**config.mk**
```make
export PLATFORM = sky130hd
export DESIGN_NAME = acc_result_collector
export DESIGN_NICKNAME = d
export VERILOG_FILES = /design/src/rtl/systolic_pkg.sv /design/src/rtl/sync_fifo.sv /design/src/rtl/acc_result_collector.sv
export SDC_FILE = /design/constraint.sdc
export NUM_CORES = 1
export LEC_CHECK = 0
export CAP_MARGIN = 25
export CORE_UTILIZATION = 57
export CTS_BUF_LIST = sky130_fd_sc_hd__clkbuf_16
export CTS_CLUSTER_DIAMETER = 30
export DETAILED_ROUTE_END_ITERATION = 6
export HOLD_SLACK_MARGIN = 0.05
export PLACE_DENSITY_LB_ADDON = 0.15
export SLEW_MARGIN = 30
export SYNTH_ARGS = -nofsm -noshare
export SYNTH_HDL_FRONTEND = slang
export SYNTH_SLANG_ARGS = --single-unit
```
**constraint.sdc**
```tcl
create_clock -name clk -period 4.8 [get_ports clk]
set_clock_uncertainty 0.2 [all_clocks]
set_input_delay 0.72 -clock clk [delete_from_list [all_inputs] [get_ports clk]]
set_output_delay 0.72 -clock clk [all_outputs]
set_load 0.05 [all_outputs]
```
**src/rtl/systolic_pkg.sv**
```systemverilog
// Shared types and constants for the systolic MAC array result path.
// Latency: n/a (types only).
// Backpressure: n/a (types only).
//
// Contents:
//   ACC_W, N_MACS, IDX_W  default datapath geometry
//   fifo_entry_t          {idx, data} word stored in the result FIFO
//   lowest_set()          lowest-index set bit of a lane mask, with a found flag
package systolic_pkg;

   localparam int ACC_W  = 16;
   localparam int N_MACS = 4;
   localparam int IDX_W  = 2;

   // Lane index sits above the data so a packed entry reads as {idx, data}.
   typedef struct packed {
      logic [IDX_W-1:0]        idx;
      logic signed [ACC_W-1:0] data;
   } fifo_entry_t;

   localparam int ENTRY_W = $bits(fifo_entry_t);

   // Returns {found, idx}. Scanning from the top down lets the last hit win,
   // which leaves the lowest set index in the result.
   function automatic logic [IDX_W:0] lowest_set(input logic [N_MACS-1:0] mask);
      logic [IDX_W:0] res;
      res = '0;
      for (int i = N_MACS - 1; i >= 0; i--) begin
         if (mask[i]) begin
            res = {1'b1, IDX_W'(i)};
         end
      end
      return res;
   endfunction

endpackage

```
**src/rtl/sync_fifo.sv**
```systemverilog
// Generic single-clock FIFO with first-word fall-through head.
// Latency: a push is visible at pop_data on the edge after it is accepted.
// Backpressure: push is dropped when full unless a pop happens the same cycle.
//
// Ports:
//   clk, rst        clock, synchronous active-high reset
//   clr             synchronous flush (pointers and count to zero)
//   push, push_data write request and word
//   pop, pop_data   read request and head word (valid while !empty)
//   full, empty     status
//   count           occupancy, 0..DEPTH
module sync_fifo #(
   parameter int WIDTH = 18,
   parameter int DEPTH = 8
) (
   input  logic                         clk,
   input  logic                         rst,
   input  logic                         clr,
   input  logic                         push,
   input  logic [WIDTH-1:0]             push_data,
   input  logic                         pop,
   output logic [WIDTH-1:0]             pop_data,
   output logic                         full,
   output logic                         empty,
   output logic [$clog2(DEPTH+1)-1:0]   count
);

   localparam int PTR_W = (DEPTH > 1) ? $clog2(DEPTH) : 1;
   localparam int CNT_W = $clog2(DEPTH + 1);

   logic [WIDTH-1:0] mem [DEPTH];
   logic [PTR_W-1:0] wr_ptr;
   logic [PTR_W-1:0] rd_ptr;
   logic             do_push;
   logic             do_pop;

   assign full     = (count == CNT_W'(DEPTH));
   assign empty    = (count == '0);
   assign do_pop   = pop && !empty;
   // A full FIFO can still take a word when the head leaves in the same cycle.
   assign do_push  = push && (!full || do_pop);
   assign pop_data = mem[rd_ptr];

   // Storage needs no reset: nothing is read until count says it was written.
   always_ff @(posedge clk) begin
      if (do_push && !rst && !clr) begin
         mem[wr_ptr] <= push_data;
      end
   end

   // DEPTH is a power of two, so pointer wrap is plain binary overflow.
   always_ff @(posedge clk) begin
      if (rst || clr) begin
         wr_ptr <= '0;
         rd_ptr <= '0;
         count  <= '0;
      end else begin
         if (do_push) begin
            wr_ptr <= wr_ptr + PTR_W'(1);
         end
         if (do_pop) begin
            rd_ptr <= rd_ptr + PTR_W'(1);
         end
         case ({do_push, do_pop})
            2'b10:   count <= count + CNT_W'(1);
            2'b01:   count <= count - CNT_W'(1);
            default: count <= count;
         endcase
      end
   end

endmodule

```
**src/rtl/acc_result_collector.sv**
```systemverilog
// Collects per-lane MAC accumulator results on valid rising edges and serialises them through a FIFO.
// Latency: valid_in rise at edge N -> pending at N -> out_valid at N+1 (empty FIFO, lane has priority).
// Backpressure: out_ready low holds the head; full FIFO parks results in lane registers, a second result on a parked lane is dropped and sets overflow.
//
// Ports:
//   clk, rst                 clock, synchronous active-high reset (wins over clear)
//   acc_in_0..acc_in_3       signed lane accumulator values
//   valid_in                 per-lane valid level, rising edge captures
//   clear                    synchronous flush of FIFO, pending lanes, frame mask, overflow
//   out_data/out_idx         FIFO head value and its lane (zero when empty)
//   out_valid/out_ready      head handshake
//   frame_done               1-cycle pulse when every lane has been captured once
//   overflow                 sticky lost-result flag
//   count                    FIFO occupancy
module acc_result_collector #(
   parameter int ACC_W  = systolic_pkg::ACC_W,
   parameter int N_MACS = systolic_pkg::N_MACS,
   parameter int DEPTH  = 8
) (
   input  logic                         clk,
   input  logic                         rst,
   input  logic signed [ACC_W-1:0]      acc_in_0,
   input  logic signed [ACC_W-1:0]      acc_in_1,
   input  logic signed [ACC_W-1:0]      acc_in_2,
   input  logic signed [ACC_W-1:0]      acc_in_3,
   input  logic [N_MACS-1:0]            valid_in,
   input  logic                         clear,
   output logic signed [ACC_W-1:0]      out_data,
   output logic [1:0]                   out_idx,
   output logic                         out_valid,
   input  logic                         out_ready,
   output logic                         frame_done,
   output logic                         overflow,
   output logic [$clog2(DEPTH+1)-1:0]   count
);

   import systolic_pkg::fifo_entry_t;
   import systolic_pkg::IDX_W;
   import systolic_pkg::ENTRY_W;
   import systolic_pkg::lowest_set;

   logic signed [ACC_W-1:0] lane_acc [N_MACS];
   logic signed [ACC_W-1:0] hold     [N_MACS];
   logic signed [ACC_W-1:0] hold_nxt [N_MACS];

   logic [N_MACS-1:0] prev_valid;
   logic [N_MACS-1:0] cap_ev;
   logic [N_MACS-1:0] pending;
   logic [N_MACS-1:0] pending_nxt;
   logic [N_MACS-1:0] pushed;
   logic [N_MACS-1:0] seen;
   logic [N_MACS-1:0] seen_upd;

   logic [IDX_W:0]    sel;
   logic              sel_vld;
   logic [IDX_W-1:0]  sel_idx;
   logic              ovf_set;
   logic              push;
   logic              pop;
   logic              fifo_full;
   logic              fifo_empty;
   fifo_entry_t       push_entry;
   fifo_entry_t       head_entry;

   // Lane ports folded into an array so the rest of the block is lane-generic.
   for (genvar g = 0; g < N_MACS; g++) begin : g_lane
      if (g == 0) begin : g_l0
         assign lane_acc[g] = acc_in_0;
      end else if (g == 1) begin : g_l1
         assign lane_acc[g] = acc_in_1;
      end else if (g == 2) begin : g_l2
         assign lane_acc[g] = acc_in_2;
      end else if (g == 3) begin : g_l3
         assign lane_acc[g] = acc_in_3;
      end else begin : g_lx
         assign lane_acc[g] = '0;
      end
   end

   // A held-high level produces a single event: only 0->1 transitions count.
   assign cap_ev = valid_in & ~prev_valid;

   // Fixed priority: lowest pending lane goes to the FIFO first.
   assign sel     = lowest_set(pending);
   assign sel_vld = sel[IDX_W];
   assign sel_idx = sel[IDX_W-1:0];

   assign pop  = !fifo_empty && out_ready;
   assign push = sel_vld && !clear && (!fifo_full || pop);

   always_comb begin
      pushed = '0;
      if (push) begin
         pushed[sel_idx] = 1'b1;
      end
   end

   always_comb begin
      push_entry      = '0;
      push_entry.idx  = sel_idx;
      push_entry.data = hold[sel_idx];
   end

   // Lane holding update. Clearing the pushed lane first means a capture that
   // lands on the lane leaving this cycle re-latches cleanly instead of
   // counting as a lost result.
   always_comb begin
      pending_nxt = pending & ~pushed;
      ovf_set     = 1'b0;
      for (int i = 0; i < N_MACS; i++) begin
         hold_nxt[i] = hold[i];
         if (cap_ev[i]) begin
            if (pending_nxt[i]) begin
               ovf_set = 1'b1;
            end else begin
               hold_nxt[i]    = lane_acc[i];
               pending_nxt[i] = 1'b1;
            end
         end
      end
   end

   assign seen_upd = seen | cap_ev;

   always_ff @(posedge clk) begin
      if (rst) begin
         prev_valid <= '0;
         pending    <= '0;
         seen       <= '0;
         frame_done <= 1'b0;
         overflow   <= 1'b0;
         for (int i = 0; i < N_MACS; i++) begin
            hold[i] <= '0;
         end
      end else begin
         // Tracks valid_in even during clear, so lanes held high across a
         // flush do not fire again afterwards.
         prev_valid <= valid_in;
         if (clear) begin
            pending    <= '0;
            seen       <= '0;
            frame_done <= 1'b0;
            overflow   <= 1'b0;
         end else begin
            pending  <= pending_nxt;
            hold     <= hold_nxt;
            overflow <= overflow | ovf_set;
            if (&seen_upd) begin
               seen       <= '0;
               frame_done <= 1'b1;
            end else begin
               seen       <= seen_upd;
               frame_done <= 1'b0;
            end
         end
      end
   end

   sync_fifo #(
      .WIDTH (ENTRY_W),
      .DEPTH (DEPTH)
   ) u_fifo (
      .clk       (clk),
      .rst       (rst),
      .clr       (clear),
      .push      (push),
      .push_data (push_entry),
      .pop       (pop),
      .pop_data  (head_entry),
      .full      (fifo_full),
      .empty     (fifo_empty),
      .count     (count)
   );

   // Head is gated to zero when empty so idle outputs match the reset values.
   assign out_valid = !fifo_empty;
   assign out_data  = out_valid ? ACC_W'(head_entry.data) : '0;
   assign out_idx   = out_valid ? 2'(head_entry.idx) : 2'b00;

endmodule

```
-- Yosys cells after proc, flatten, opt, wreduce, memory -nomap -nowiden
Memory sizes are Yosys's and may differ from the RTL's. A register that Yosys moved wholly into a read port is not among the register bits.
Cells that the tools add are included.
- bits in registers: 88
- RAM bits: 144
- output and inout port bits: 25
- logic and storage cells: 89
- memories kept: 1
- add/subtract/negate cells: 4
- magnitude comparators: 3
- equality and inequality tests: 3
- muxes and demuxes: 30
- bitwise gates (word level): 12
- reductions and logical operators: 24
- memory list (memory ; words ; width ; read ports ; clocked after Yosys merged registers in ; write ports ; RTL line ; text):
    u_fifo.mem ; 8 ; 18 ; 1 ; 1 ; 1 ; sync_fifo.sv:31 ; logic [WIDTH-1:0] mem [DEPTH];
- operator list (cell ; number):
    $mux 16 ; 3
    $bmux 16 s2 ; 1
    $mux 3 ; 6
    $mux 1 ; 16
    $reduce_and 3->1 ; 4
    $and 4x4->4 ; 2
    $logic_and 1x1->1 ; 8
    $not 4->4 ; 2
    $pmux 4 s2 ; 1
    $add 3x1->3 const B ; 2
    $not 1->1 ; 5
    $add 4x1->4 const B ; 1
    $eq 4x4->1 const B ; 1
    $logic_not 1->1 ; 4
    $logic_not 4->1 ; 1
    $mux 4 ; 1
    $or 4x4->4 ; 1
    $reduce_and 4->1 ; 1
    $sub 4x1->4 const B ; 1
    $ge 3x3->1 const B ; 1
    $logic_or 1x1->1 ; 3
    $lt 2x3->1 const B ; 1
    $not 2->3 ; 1
    $reduce_or 3->1 ; 1
    other kinds (8) ; 8

-- Depth between registers and ports, before layout
- depth after elaboration: 20
- mapped depth: 11
- depth with buffers taken out: 11

-- Modules after synthesis
Synthesis repeated with hierarchy kept, for this count alone.
- cells, all modules: 712
- area total of the unflattened synthesis: 10035.9 µm²
- modules (own cells, without submodules) (module ; instances ; cells each ; area an instance (µm²) ; seq. area each (µm²)):
    sync_fifo ; 1 ; 296 ; 6183.4 ; 4584.4
    acc_result_collector ; 1 ; 416 ; 3852.4 ; 1561.5

-- Worst setup path before layout
No wires, ideal clock.
- path kind: flip-flop to flip-flop
- from: reg u_fifo.count[0]
- to: mem u_fifo.mem[0][0] (enable)
- library setup time: 439 ps
- data arrival time: 3402 ps
- data required time: 4161 ps
- slack: 759 ps
- stages on the path, launching flop included: 5
- path through: dfxtp_1 > nor3_1 > a221oi_1 > nand2b_1 > nor4_1
- word-level cells in the longest chain between the ends: 10
- RTL lines (item ; RTL line ; text):
    from (decl) ; sync_fifo.sv:25 ; output logic [$clog2(DEPTH+1)-1:0] count
    from (signal assigned) ; sync_fifo.sv:65 ; 2'b10: count <= count + CNT_W'(1);
    from (signal assigned) ; sync_fifo.sv:66 ; 2'b01: count <= count - CNT_W'(1);
    from (signal assigned) ; sync_fifo.sv:67 ; default: count <= count;
    $logic_not 4->1 ; sync_fifo.sv:38 ; assign empty = (count == '0);
    $logic_not 1->1 ; sync_fifo.sv:39, acc_result_collector.sv:88 ;
    $logic_and 1x1->1 ; acc_result_collector.sv:88 ; assign pop = !fifo_empty && out_ready;
    $logic_or 1x1->1 or $logic_and 1x1->1 (tied branches) ; acc_result_collector.sv:89, sync_fifo.sv:39 ;
    $logic_and 1x1->1 or $logic_or 1x1->1 (tied branches) ; acc_result_collector.sv:89, sync_fifo.sv:41 ;
    $logic_and 1x1->1 (*) ; sync_fifo.sv:41 ; assign do_push = push && (!full || do_pop);
    $logic_and 1x1->1 (*) (2 in series) ; sync_fifo.sv:46 ; if (do_push && !rst && !clr) begin
    $mux 1 (*) ; sync_fifo.sv:46 ;
    $mux 1 (not written as such) (*) ; sync_fifo.sv:47 ; mem[wr_ptr] <= push_data;
    to (decl) ; sync_fifo.sv:31 ;
Every way passes the cells marked *; elsewhere a longest branch is shown, timed or not.

==> impl_metrics.json <==
{
  "multiInputGateArea_um2": 3210,
  "syn_area_um2": 9540,
  "critical_path_buf_inv_count": 2,
  "synth_area_leaders": "edfxtp_1 (45%), dfxtp_1 (19%), mux2i_1 (8.7%), mux4_2 (8.5%), nor2_1 (4.6%)",
  "syn_nets": 759,
  "placed_cells_incl_taps": 976,
  "critical_path.max_stage_delay_ps": 710,
  "status": "complete, no violations",
  "fp.dieArea_um2": 17300,
  "avgSynthCellArea_um2": 14.0,
  "maxSlewHeadroom_pct": 36.2,
  "clkPwrFrac_pct": 51.2,
  "finalCritPeriodShare_pct": 81.2,
  "crit_fanout": 12,
  "clk_pin_slew_ps": 50,
  "coreArea_um2": 16100,
  "path_cells": "buf_4 > mux4_2 > mux2i_1 > nor2_1 > clkdlybuf4s50_1",
  "cts_repair_resize_count": 0,
  "crit_path_end_kind": "primary output",
  "clockBufferDepth": 3,
  "maxCapViolCount": 0,
  "final_cell_mix": "edfxtp_1 (144), nor2_1 (115), clkdlybuf4s50_1 (95)",
  "clock_latency_ps": 510,
  "cp_top_family": "buffers and inverters",
  "cts-buffers-inserted": 40,
  "synth_edf_count": 144,
  "tritoncts": "built",
  "seq_area_um2": 6150,
  "intPower_w": 0.00405,
  "io_pins": 97,
  "clock.fmax_mhz": 257,
  "die_w_um": 131,
  "grtUsageTotal_pct": 24.9,
  "finalHoldViolations": 0,
  "yosys_warnings": 0,
  "worstMarginPinSlew_ps": 955,
  "arrival_ps": 2980,
  "diodes": 0,
  "synth_top_area_cell": "edfxtp_1",
  "die_h_um": 131,
  "nets": 880,
  "grt_pass1_wl_um": 32900,
  "ys.flop_type": "edfxtp_1",
  "power.density_nw_per_um2": 426,
  "drive_gt1_share_pct": 17.7,
  "ys_seq_elements": 235,
  "setup-violations-final": 0,
  "area_growth_syn_to_layout_pct": 26.4,
  "grt_pass1_vias": 6223,
  "fill_cells": 992,
  "tns_ps": 0,
  "route.vias.total": 5908,
  "critPathRequiredTime_ps": 3880,
  "final_util_pct": 74.9,
  "cts-root-buf": "clkbuf_16",
  "placementRows": 46,
  "final_common_cell": "edfxtp_1",
  "power.switching_w": 0.00109,
  "ant_nets": 0,
  "seq_power_share_pct": 43.0,
  "drc": 0,
  "syn_inst": 681,
  "grt.overflow.total": 0,
  "firstDrtPassIters": 5,
  "ys_seq_area_share_pct": 64.4,
  "fin_cells": 1050,
  "yosysTopAreaCellShare_pct": 45.3,
  "synth_async_sr_flop_share_pct": 0,
  "grt_max_degree": 56,
  "initial_utilization_pct": 59.2,
  "antenna_found_initial": 0,
  "wl_per_cell_um": 19.7,
  "vias_per_cell": 5.63,
  "cpMaxStageDelayCell": "clkdlybuf4s50_1",
  "drt_iter0_markers": 428,
  "routed_wl_um": 20700,
  "drv_slew": 0,
  "rsz0062_at_grt": "no",
  "cts_setup_buffers": 0,
  "max-vdd-ir-drop_mv": 0.275,
  "clock_sinks": 235,
  "port_buffers": 96,
  "fin_crit_ps": 3900,
  "cts.hold.buffers_added": 0,
  "crit_type": "flop to primary output",
  "p_leak_nw": 4.23,
  "min_path_type": "flop to flop",
  "worstSetupStartpointType": "flop",
  "comb_power_share_pct": 5.9,
  "htree_num_levels": 2,
  "synthDistinctLibCells": 45,
  "swShare_pct": 21.1,
  "hpwlAfterDp_um": 12900,
  "r2r_setup_slack_ps": 1220,
  "gp_congestion": 0.777
}
-- cell families after synthesis --
kind of cell    Yosys count  synth area share, %
compound gates           60                 4.26
xor+xnor                  6                0.551
fa+ha+maj                 6                0.865
buf+inv                  46                 2.27
flops                   235                 64.4
mux                     135                 19.1
simple gates            193                 8.57
-- layout make-up --
class | count | share of cell area (%)
sequential | 235 | 51.0
multi-input combinational | 400 | 26.6
timing repair buffer | 117 | 9.29
clock buffer | 42 | 8.71
tap | 216 | 2.24
clock inverter | 32 | 1.91
inverter | 8 | 0.249
-- power groups by stage --
stage	logic, W	registers (W)	clock network, W
final	0.000301	0.00221	0.00263
after global routing	0.000324	0.00221	0.00277
after CTS	0.000301	0.00221	0.00267
after detailed placement	0.000298	0.00225	0
after global placement	0.000287	0.00224	0
after floorplan	0.000180	0.00224	0
-- synthesized netlist by cell type, types with 4 or more instances --
| library cell | n |
|---|---|
| o21ai_0 | 21 |
| buf_2 | 10 |
| mux2i_1 | 83 |
| mux4_2 | 36 |
| nor2b_1 | 10 |
| ha_1 | 5 |
| dfxtp_1 | 91 |
| nand2b_1 | 6 |
| mux2_2 | 16 |
| edfxtp_1 | 144 |
| a21oi_1 | 12 |
| o211ai_1 | 16 |
| inv_1 | 7 |
| clkbuf_1 | 21 |
| xor2_1 | 4 |
| nor2_1 | 117 |
| nand2_1 | 44 |
| or2_2 | 4 |
-- state kept, by name (all words and copies together) (netlist names), 3 cells and up, named ones only --
| register | cells |
|---|---|
| hold | 64 |
| u_fifo.mem | 144 |
| u_fifo.rd_ptr | 3 |
| u_fifo.wr_ptr | 3 |
| u_fifo.count | 4 |
| pending | 4 |
| seen | 4 |
| prev_valid | 4 |
-- worst register-to-register path, delay by kind of cell, from the launching register on --
family,cells,cell delay [ps]
AO/OA/AOI/OAI,4,1190
XOR/XNOR,1,90
AND/OR/NAND/NOR,2,410
flip-flops,1,940
adder cells (fa/ha/maj),2,550
buffers and inverters,1,130
-- routing by layer --
metal  global-route usage [%]  part of all wire [%]  routed length [um]
met5                        0                     0                   0
met1                     31.6                    42                8740
met3                     6.02                   6.2                1280
met2                     41.9                    50               10300
met4                     8.20                   1.8                 368
-- stage by stage --
| stage | cell area (um2) | hold slack (ps) | total power [W] | worst slack [ps] |
|---|---|---|---|---|
| after floorplan | 9540 | 241 | 0.00242 | 759 |
| after global placement | 10800 | 247 | 0.00253 | 1090 |
| after detailed placement | 10800 | 260 | 0.00254 | 922 |
| after CTS | 12100 | 273 | 0.00519 | 848 |
| after global routing | 12100 | 306 | 0.00530 | 755 |
| final | 12100 | 269 | 0.00514 | 904 |
-- final timing paths --
| check | to | from | cells after the start |
|---|---|---|---|
| setup / recovery | out_data[13] | flop | 5 |
| setup reg to reg | u_fifo.count[3] | pending[2] | 10 |
| hold reg to reg | seen[3] | seen[3] | 2 |
| hold / removal | seen[3] | seen[3] | 2 |
Power figures use the tool's default switching activity.
==> RTL edit, RTL diff (same flow settings) <==
Put a register stage on the output `count`, without a reset. The value now appears one clock later. The other outputs are not delayed to match.
--- a/src/rtl/acc_result_collector.sv
+++ b/src/rtl/acc_result_collector.sv
@@ -40,2 +40,4 @@
    import systolic_pkg::lowest_set;
+
+   logic [$clog2(DEPTH+1)-1:0] count_d;
 
@@ -171,3 +173,3 @@
       .empty     (fifo_empty),
-      .count     (count)
+      .count     (count_d)
    );
@@ -179,2 +181,6 @@
 
+   always_ff @(posedge clk) begin
+      count <= count_d;
+   end
+
 endmodule
Check against the original RTL: not equivalent (a bounded check fails within 4 cycles, from zero or initial values and one cycle with rst high).
==> RTL edit against the unedited design <==
Sequential share of layout area grew 0.31 points; final area grew 0.71%; count of clock-buffer cells in the layout shrank 1; via count shrank 2.5%; total power grew 1.0%; wire length shrank 3.3%; maximum frequency shrank 0.30%; setup slack lost 0.012 ns; synthesized area grew 0.83%; highest routed layer unchanged; sequential cell count grew 4.
==> RTL edit: results (changes against the unedited design) <==
stage,metric,value,unit,change
synthesis,synth_common_cells,"edfxtp_1, nor2_1, dfxtp_1",,
place,dpl_cell_area,10800,µm²,+0.64%
setup_path,cp_slowest_cell,clkdlybuf4s50_1,,
grt,antenna_found_initial,0,,unchanged
detailed_routing,wirelength,20.0,mm,-3.3%
detailed_routing,dr.pass1.iters,5,,unchanged
detailed_routing,via_per_inst,5.45,,-3.1%
power_and_ir_drop,p_leak,0.00423,µW,about the same
grt,grt_pass1_wl,31.8,mm,-3.3%
setup_path,arrival,2.99,ns,about the same
grt,first_global_vias,5908,,-5.1%
synthesis,netlist-cell-type-count,46,,+2.2%
run_status,status,"complete, no violations",,
synthesis,synthFlopType,edfxtp_1,,
setup_path,cp_slowest_stage_delay,0.72,ns,
synthesis,async_flop_share,0,,unchanged
place,pre_cts_ws,0.945,ns,+0.0228 ns
synthesis,syn_inst,685,,+0.59%
detailed_routing,drtIter0Drc,348,,-19%
synthesis,synth_edf_count,144,,unchanged
place,place_hpwl,12.9,mm,+0.15%
min_path,hp-class,reg -> reg,,
clock_network,root_buffer,clkbuf_16,,
synthesis,synthTopCellsByArea,"edfxtp_1, dfxtp_1, mux2i_1",,
clock_network,h-tree-depth,2,,unchanged
grt,grt_max_degree,58,,+3.6%
setup_path,path_class,reg -> out,,
clock_network,cts_buffers,40,,unchanged
clock_network,clockBufferDepth,3,,unchanged
finish,nFillCells,1055,,+6.4%
synthesis,synth_seq_area_share,0.647,,+0.00305
power_and_ir_drop,ir_drop,0.326,mV,+18%
place,place_congestion,0.869,,+12%
place,io_buffers,96,,unchanged
finish,fin_cells,1056,,+0.57%
setup_path,r2r-start,pending[2],,
clock_network,clkTransAtPathRegs,0.05,ns,about the same
min_path,min_from,u_fifo.count[2],,
grt,grtUsageTotal,0.239,,-0.00955
finish,nets,882,,+0.23%
clock_network,cts_setup_buffers,0,,unchanged
setup_path,cp_max_fo,16,,+4
synthesis,synth_nets,763,,+0.53%
clock_network,clkLatencyLatePin,0.53,ns,+0.02 ns
place,post-place-cells,982,,+0.61%
timing,slew_headroom,0.379,,+0.0164
finish,drive_above_1_share,0.184,,+0.00675
clock_network,ctsResizeCount,0,,unchanged
synthesis,synth_warnings,0,,unchanged
finish,antenna_cells,0,,unchanged
finish,largestRegisters,"u_fifo.mem (144), hold (64)",,
==> RTL edit: cell count changes after synthesis <==
cell	before	now
nor4_1	3	2
nor2_1	117	118
or2_2	4	3
nand2b_1	6	7
nor2b_1	10	9
dfxtp_1	91	95
or4_1	0	1
==> RTL edit: logic make-up after synthesis <==
kind of cell	Yosys count	synth area share
flip-flops	239	0.647
buffers and inverters	46	0.0225
AO/OA/AOI/OAI	60	0.0423
AND/OR/NAND/NOR	193	0.0849
XOR/XNOR	6	0.00546
multiplexers	135	0.189
adder cells (fa/ha/maj)	6	0.00858
==> RTL edit: report_power, final <==
group	leakage [µW]	switching [µW]	internal (µW)
clock	0.000653	1010	1650
sequential	0.00205	23.7	2220
combinational	0.00153	161	137
==> RTL edit: path summary, 6_finish.rpt <==
| check | depth (start not counted) | end | slack (ns) |
|---|---|---|---|
| worst min register to register | 0 | count[2] | 0.22 |
| worst max register to register | 10 | u_fifo.count[3] | 1.21 |
| worst min-delay path | 0 | count[2] | 0.22 |
| worst max-delay path | 5 | out_data[9] | 0.89 |
==> RTL edit: area by class of cell <==
| type | instances | area (µm²) | share of cell area |
|---|---|---|---|
| Clock buffer | 41 | 1030 | 0.0844 |
| Timing Repair Buffer | 115 | 1110 | 0.0918 |
| Inverter | 8 | 30.0 | 0.00247 |
| Sequential cell | 239 | 6230 | 0.513 |
| Clock inverter | 33 | 267 | 0.0219 |
| Multi-Input combinational cell | 400 | 3210 | 0.264 |
| Tap cell | 220 | 275 | 0.0227 |
==> RTL edit: critical path, delay by kind of cell, from the launching register on <==
family,cells,cell delay (ns)
buffers and inverters,2,1.12
muxes,2,0.72
DFF,1,0.57
and+or+nand+nor,1,0.06
==> RTL edit: through the flow <==
| step | hold slack (ns) | utilization |
|---|---|---|
| floorplan | 0.179 | - |
| global placement | 0.196 | 0.656 |
| detailed placement | 0.206 | 0.657 |
| CTS | 0.220 | 0.735 |
| global route | 0.229 | 0.735 |
| finish | 0.219 | 0.735 |
==> RTL edit: per-layer routing <==
metal	track usage	vias to the layer above	wire, µm
met3	0.0611	24	1270
met5	0	-	0
li1	-	2758	-
met1	0.323	2793	8870
met4	0.0672	0	276
met2	0.386	185	9580
